[src/rtl/cipher_pkg.sv]
// Shared definitions for the double-buffered XOR-cipher key assembler:
// controller state encoding, word-order encoding and word-slice placement.
package cipher_pkg;

    typedef enum logic [1:0] {
        S_IDLE   = 2'd0,
        S_FILL   = 2'd1,
        S_COMMIT = 2'd2
    } state_e;

    localparam int unsigned ORDER_LSB_FIRST = 0;
    localparam int unsigned ORDER_MSB_FIRST = 1;

    // Lowest bit index of key word idx inside the assembled key.
    function automatic int unsigned word_base(
        input int unsigned idx,
        input int unsigned word_w,
        input int unsigned key_w,
        input int unsigned msb_first
    );
        if (msb_first == ORDER_MSB_FIRST) begin
            return key_w - (idx + 1) * word_w;
        end
        return idx * word_w;
    endfunction

endpackage

[src/rtl/key_shadow_reg.sv]
// Shadow key register: word-indexed write port plus a synchronous clear.
// The clear wins over a write issued in the same cycle.
module key_shadow_reg
    import cipher_pkg::*;
#(
    parameter int unsigned WORD_W    = 32,
    parameter int unsigned KEY_W     = 512,
    parameter int unsigned MSB_FIRST = 0,
    localparam int unsigned NWORDS   = KEY_W / WORD_W,
    localparam int unsigned CW       = $clog2(NWORDS + 1)
) (
    input  logic              clk_i,
    input  logic              rst_ni,
    input  logic              clr_i,
    input  logic              we_i,
    input  logic [CW-1:0]     idx_i,
    input  logic [WORD_W-1:0] word_i,
    output logic [KEY_W-1:0]  shadow_o
);

    logic [KEY_W-1:0] shadow_q;
    logic [KEY_W-1:0] shadow_d;

    // Next shadow value: clear, or drop the incoming word into its slice.
    always_comb begin
        shadow_d = shadow_q;
        if (clr_i) begin
            shadow_d = '0;
        end else if (we_i) begin
            for (int unsigned k = 0; k < NWORDS; k++) begin
                if (idx_i == CW'(k)) begin
                    shadow_d[word_base(k, WORD_W, KEY_W, MSB_FIRST) +: WORD_W] = word_i;
                end
            end
        end
    end

    // Shadow storage, cleared by the asynchronous reset.
    always_ff @(posedge clk_i or negedge rst_ni) begin
        if (!rst_ni) begin
            shadow_q <= '0;
        end else begin
            shadow_q <= shadow_d;
        end
    end

    assign shadow_o = shadow_q;

endmodule

[src/rtl/key_assembler_dbuf.sv]
// Double-buffered key assembler: fills a shadow register word by word and
// commits a complete key atomically to the active key, held off by iHold.
//
//   state    | meaning
//   S_IDLE   | first cycle after reset release, no words accepted
//   S_FILL   | accepting key words into the shadow register
//   S_COMMIT | shadow full, waiting for iHold low to publish the key
module key_assembler_dbuf
    import cipher_pkg::*;
#(
    parameter int unsigned WORD_W    = 32,
    parameter int unsigned KEY_W     = 512,
    parameter int unsigned MSB_FIRST = 0,
    localparam int unsigned NWORDS   = KEY_W / WORD_W,
    localparam int unsigned CW       = $clog2(NWORDS + 1)
) (
    input  logic              iClk,
    input  logic              iRst,
    input  logic              iClear,
    input  logic              iWord_valid,
    input  logic [WORD_W-1:0] iWord,
    output logic              oWord_ready,
    input  logic              iHold,
    output logic [KEY_W-1:0]  oKey,
    output logic              oKey_valid,
    output logic              oKey_update,
    output logic [CW-1:0]     oWords_loaded
);

    if ((KEY_W % WORD_W) != 0 || (KEY_W / WORD_W) < 2) begin : g_bad_params
        $error("key_assembler_dbuf: KEY_W must be a multiple of WORD_W holding at least two words");
    end

    state_e           state_q, state_d;
    logic [CW-1:0]    count_q, count_d;
    logic [KEY_W-1:0] key_q, key_d;
    logic             key_valid_q, key_valid_d;
    logic             update_q, update_d;
    logic             shadow_we;
    logic             shadow_clr;
    logic [KEY_W-1:0] shadow;
    logic             word_ready;
    logic             accept;

    assign word_ready = (state_q == S_FILL) && !iClear;
    assign accept     = iWord_valid && word_ready;

    key_shadow_reg #(
        .WORD_W    (WORD_W),
        .KEY_W     (KEY_W),
        .MSB_FIRST (MSB_FIRST)
    ) u_shadow (
        .clk_i    (iClk),
        .rst_ni   (iRst),
        .clr_i    (shadow_clr),
        .we_i     (shadow_we),
        .idx_i    (count_q),
        .word_i   (iWord),
        .shadow_o (shadow)
    );

    // Next state, word count and commit of the shadow into the active key.
    always_comb begin
        state_d     = state_q;
        count_d     = count_q;
        key_d       = key_q;
        key_valid_d = key_valid_q;
        update_d    = 1'b0;
        shadow_we   = 1'b0;
        shadow_clr  = 1'b0;
        case (state_q)
            S_IDLE: begin
                state_d = S_FILL;
            end
            S_FILL: begin
                if (iClear) begin
                    shadow_clr = 1'b1;
                    count_d    = '0;
                end else if (accept) begin
                    shadow_we = 1'b1;
                    count_d   = count_q + CW'(1);
                    if (count_q == CW'(NWORDS - 1)) begin
                        state_d = S_COMMIT;
                    end
                end
            end
            S_COMMIT: begin
                if (iClear) begin
                    shadow_clr = 1'b1;
                    count_d    = '0;
                    state_d    = S_FILL;
                end else if (!iHold) begin
                    key_d       = shadow;
                    key_valid_d = 1'b1;
                    update_d    = 1'b1;
                    shadow_clr  = 1'b1;
                    count_d     = '0;
                    state_d     = S_FILL;
                end
            end
            default: begin
                state_d = S_IDLE;
            end
        endcase
    end

    // Controller and active-key registers; reset discards everything.
    always_ff @(posedge iClk or negedge iRst) begin
        if (!iRst) begin
            state_q     <= S_IDLE;
            count_q     <= '0;
            key_q       <= '0;
            key_valid_q <= 1'b0;
            update_q    <= 1'b0;
        end else begin
            state_q     <= state_d;
            count_q     <= count_d;
            key_q       <= key_d;
            key_valid_q <= key_valid_d;
            update_q    <= update_d;
        end
    end

    assign oWord_ready   = word_ready;
    assign oKey          = key_q;
    assign oKey_valid    = key_valid_q;
    assign oKey_update   = update_q;
    assign oWords_loaded = count_q;

endmodule

[config.mk]
export PLATFORM = sky130hd
export DESIGN_NAME = key_assembler_dbuf
export DESIGN_NICKNAME = d
export VERILOG_FILES = /design/src/rtl/cipher_pkg.sv /design/src/rtl/key_shadow_reg.sv /design/src/rtl/key_assembler_dbuf.sv
export SDC_FILE = /design/constraint.sdc
export NUM_CORES = 1
export LEC_CHECK = 0
export ABC_CLOCK_PERIOD_IN_PS = 3800
export CAP_MARGIN = 25
export CORE_ASPECT_RATIO = 1.25
export CORE_UTILIZATION = 45
export CTS_CLUSTER_DIAMETER = 150
export CTS_CLUSTER_SIZE = 10
export DETAILED_ROUTE_END_ITERATION = 16
export PLACE_DENSITY = 0.68
export SETUP_SLACK_MARGIN = 0.05
export SYNTH_ARGS = -nofsm -noshare
export SYNTH_HDL_FRONTEND = slang
export SYNTH_SLANG_ARGS = --single-unit
[constraint.sdc]
create_clock -name iClk -period 3.8 [get_ports iClk]
set_clock_uncertainty 0.05 [all_clocks]
set_input_delay 1.14 -clock iClk [delete_from_list [all_inputs] [get_ports iClk]]
set_output_delay 1.14 -clock iClk [all_outputs]
set_load 0.02 [all_outputs]
# After elaboration in Yosys (flattened, before gate mapping)
# Cells that the tools add are included.
# W data, S select, Z words.
[totals]
in_bits = 37
output_inout_bits = 520
ff_bits = 1033
elab_cells = 126
[classes]
muxes = 38
add_sub_neg = 1
reduce_logical = 42
eq_ne = 22
bitwise_logic = 2
[ops]
columns = ["operator", "n"]
rows = [
  ["$mux W512", 2],
  ["$mux W32", 16],
  ["$eq A5 B4 Y1 const B", 8],
  ["$reduce_bool A2 Y1", 18],
  ["$reduce_and A2 Y1", 16],
  ["$eq A5 B3 Y1 const B", 4],
  ["$mux W5", 4],
  ["$eq A5 B2 Y1 const B", 2],
  ["$mux W2", 5],
  ["$pmux W5 S2", 1],
  ["$mux W1", 8],
  ["$ne A3 B3 Y1 const B", 2],
  ["$pmux W2 S3", 1],
  ["$reduce_and A3 Y1", 2],
  ["$add A5 B1 Y5 const B", 1],
  ["$eq A5 B1 Y1 const B", 1],
  ["$logic_not A5 Y1", 1],
  ["$ne A2 B2 Y1 const B", 2],
  ["$reduce_and A4 Y1", 1],
  ["$eq A2 B1 Y1 const B", 1],
  ["$eq A2 B2 Y1 const B", 1],
  ["$logic_and A1 B1 Y1", 2],
  ["$logic_not A2 Y1", 1],
  ["$ne A2 B1 Y1 const B", 1],
  ["3 further kinds", 4],
]

# Depth between registers and ports, before layout
[depth]
depth_word = 8
depth_mapped = 10
depth_no_buf = 6

# By module
# A second synthesis with hierarchy kept.
[hier_totals]
hier_cells = 2908
area_unflattened_um2 = 42089.1
[modules_own_cells]
columns = ["mod", "area_each_um2", "cells_each", "n_inst"]
rows = [
  ["key_shadow_reg", 22369.0, 1772, 1],
  ["key_assembler_dbuf", 19720.2, 1136, 1],
]

# Least setup slack after synthesis
# No wires, ideal clock.
[synth_timing]
kind = "in2out"
startpoint = "input port iClear"
endpoint = "output port oWord_ready"
path_slack_ns = 1.014
stages = 2
arrival_time_ns = 1.596
path_buffers = 1
t_required_ns = 2.610
path_cell_list = "buf_6 > nor2b_1"
[synth_via]
elab_chain_cells = 2
[synth_rtl]
columns = ["item", "line_no", "rtl"]
rows = [
  ["start, declared", "key_assembler_dbuf.sv:19", "input logic iClear,"],
  ["$logic_not A1 Y1", "key_assembler_dbuf.sv:45", "assign word_ready = (state_q == S_FILL) && !iClear;"],
  ["$logic_and A1 B1 Y1", "key_assembler_dbuf.sv:45", ""],
  ["end, declared", "key_assembler_dbuf.sv:22", "output logic oWord_ready,"],
]
# Every way passes these cells.

# Worst setup path in the final report
# Ends and elaborated chain as after synthesis.

==> flow_metrics.tcl <==
set metrics [dict create \
    synth_top_family_by_area "multiplexers" \
    finalWirelength_mm 125 \
    port_buffers 556 \
    cts_tree "yes" \
    power.density_nw_per_um2 571 \
    synth.most_common_cell "dfrtp_1" \
    power.leakage_nw 23.0 \
    yosys.area_share.adder_pct 0.278 \
    fin_crit_sh_pct 93.3 \
    fmax_mhz 282 \
    worstPathCellList "clkdlybuf4s50_1 > buf_4 > nor2b_1 > buf_4 > dlygate4sd2_1" \
    synth_area_leaders "dfrtp_1, mux2_2, nand2_1, a21oi_1, buf_2" \
    r2r_start "state_q[1]" \
    worst_slew_pin_slew_ps 961 \
    design_area_um2 50200 \
    max_stage_delay_ps 400 \
    total_power_mw 28.7 \
    place_area_um2 47300 \
    cts.htree.levels 3 \
    dpl.cell_count 5028 \
    maxCapViolations 0 \
    core_area_um2 88800 \
    clockBufferDepth 3 \
    synth_xor_area_share_pct 0 \
    status "finished, final reports clean" \
    layout_min_cycle_time_ps 3550 \
    synth_warnings 0 \
    grt_pass1_wl_mm 185 \
    grtUsageTotal_pct 27.3 \
    yosysSeqAreaShare_pct 63.8 \
    synth_common_cells "dfrtp_1, nand2_1, mux2_2" \
    end_kind "output pin" \
    crit_required_ps 2610 \
    crit_top_cell "buf_4" \
    async_reset_ff_share_pct 100 \
    fill_cells 7513 \
    num_vias 28200 \
    grt_max_degree 92 \
    worst-path-stages 5 \
    dp_slack_ps 15.7 \
    hold_viol 0 \
    path_class "in2out" \
    synth_flop_cell "dfrtp_1" \
    insertion_delay_ps 680 \
    clk_pin_slew_ps 50 \
    initial_utilization_pct 45.6 \
    worstPathArrival_ps 2360 \
    drtAntennaViolNets 0 \
    crit_buf_inv 4 \
    synthCells 3471 \
    antenna_found_initial 6 \
    cts-buffers-inserted 113 \
    drt_iter0_markers 2539 \
    yosysTopAreaCell "dfrtp_1" \
    synthDistinctLibCells 34 \
    r2r_slack_ps 1280 \
    min_path_type "in2async" \
    synth.mux.area_fraction_pct 14.4 \
    wire_per_inst_um 24.3 \
    timing.final.max_slew_violations 0 \
    yosys.area_share.simple_pct 10.4 \
    peakVddDrop_v 0.000412 \
    dieWidth_um 270 \
    rr_worst_depth 7 \
    synth_compound_area_share_pct 6.65 \
    synth_edf_count 0 \
    synth_area_um2 40500 \
    overflow 0 \
    viasPerCell 5.48 \
    drc 0 \
    syn_avg_cell_area_um2 11.7 \
    gp_congestion 0.821 \
    layout.nets 4011 \
    hpwlAfterDp_mm 78.5 \
    clock-root-buffer "clkbuf_16" \
    relSlewSlack_pct 35.9 \
    io_pins 557 \
    synth_nets 3517 \
    stdcell_count 5151 \
    layout-drive-gt1-share_pct 20.9 \
    setup_slack_ps 254 \
    dieArea_um2 91200 \
    ys_seq_elements 1033 \
    critPathTopFamily "buffers and inverters" \
    fp-row-count 122 \
    die_h_um 337 \
    cpMaxStageDelayCell "clkdlybuf4s50_1" \
    grt_pass1_vias 28200 \
    grt_setup_unrepaired "no" \
    clkSinkCount 1033 \
    path_max_fanout 2 \
    drt_pass1_iterations 6 \
    setup_viol 0 \
    layout-area-overhead-vs-synth_pct 24.0 \
    yosys.area.top_type_share_pct 63.8 \
    fin_tns_setup_ps 0 \
    cts_setup_buffers 0 \
    worstSetupStartpoint "iClear" \
    timing.critical_path.from_type "input port" \
]
[sequential cells by signal, summed over array words and instances, names as in the netlist]
name               count
oKey                 512
u_shadow.shadow_o    512
oWords_loaded          5
state_q                2
oKey_update            1
oKey_valid             1
[cell type report]
class                           count  area (um^2)  share of cell area [%]
Multi-Input combinational cell   2129        12900                    25.7
Inverter                           11         41.3                  0.0822
Tap cell                         1178         1470                    2.93
Clock inverter                      7          126                   0.252
Timing Repair Buffer              677         6980                    13.9
Clock buffer                      113         2830                    5.63
Sequential cell                  1033        25800                    51.5
Antenna cell                        3         7.51                  0.0149
[report_power, final]
group	leakage, nW	internal (mW)	switching, mW
clock network	1.45	5.23	4.19
registers	14.4	12.2	0.837
logic	7.16	2.53	3.66
[cells by family (layout without fill, tap and decap cells)]
kind of cell | count (synthesis) | in the layout
fa+ha+maj | 9 | 9
flops | 1033 | 1033
simple gates | 1085 | 1085
compound gates | 518 | 518
buf+inv | 309 | 808
other cells | 0 | 3
mux | 517 | 517
[layer usage]
| metal | wire (um) | up-vias | track usage [%] |
|---|---|---|---|
| met2 | 60800 | 1147 | 44.7 |
| li1 | - | 12400 | - |
| met5 | 13 | - | 0 |
| met4 | 4590 | 2 | 10.7 |
| met3 | 9130 | 226 | 5.07 |
| met1 | 50600 | 14500 | 36.1 |
[path summary, 6_finish.rpt]
kind / to
worst max-delay path: oWord_ready
worst min-delay path: oKey[136]
worst max register to register: u_shadow.shadow_o[417]
worst min register to register: oKey_valid
max in group asynchronous: oKey[181]
min in group iClk: oKey_valid
[per-stage QoR]
| stage | util (%) | hold WS (ps) |
|---|---|---|
| after global placement | 53.2 | 408 |
| after detailed placement | 53.2 | 416 |
| after CTS | 56.5 | 353 |
| after floorplan | - | 429 |
| final | 56.5 | 377 |
| after global routing | 56.5 | 373 |
[timing repair]
| action | 4_1_cts | 5_1_grt |
|---|---|---|
| gates resized for setup | 1 | 0 |
| setup endpoints to repair | 1 | 0 |
| hold buffers | 0 | 0 |
[layout by cell type, fill, tap and decap left out, types with 6 or more instances in the layout]
| master | count |
|---|---|
| nand2_1 | 1029 |
| buf_4 | 70 |
| and3_2 | 6 |
| clkdlybuf4s50_1 | 526 |
| buf_12 | 51 |
| nand3_2 | 8 |
| clkbuf_16 | 113 |
| mux2_2 | 514 |
| buf_2 | 27 |
| and3_1 | 7 |
| inv_1 | 11 |
| a21oi_2 | 23 |
| a21oi_1 | 489 |
| ha_1 | 9 |
| dfrtp_1 | 1033 |
[worst register-to-register path: cells and delay by family, from the launching register on]
family | cells | cell delay [ps]
compound gates | 1 | 190
flops | 1 | 400
fa+ha+maj | 1 | 410
simple gates | 3 | 1060
buf+inv | 2 | 330
No activity file was read; power rests on OpenSTA's default activity.
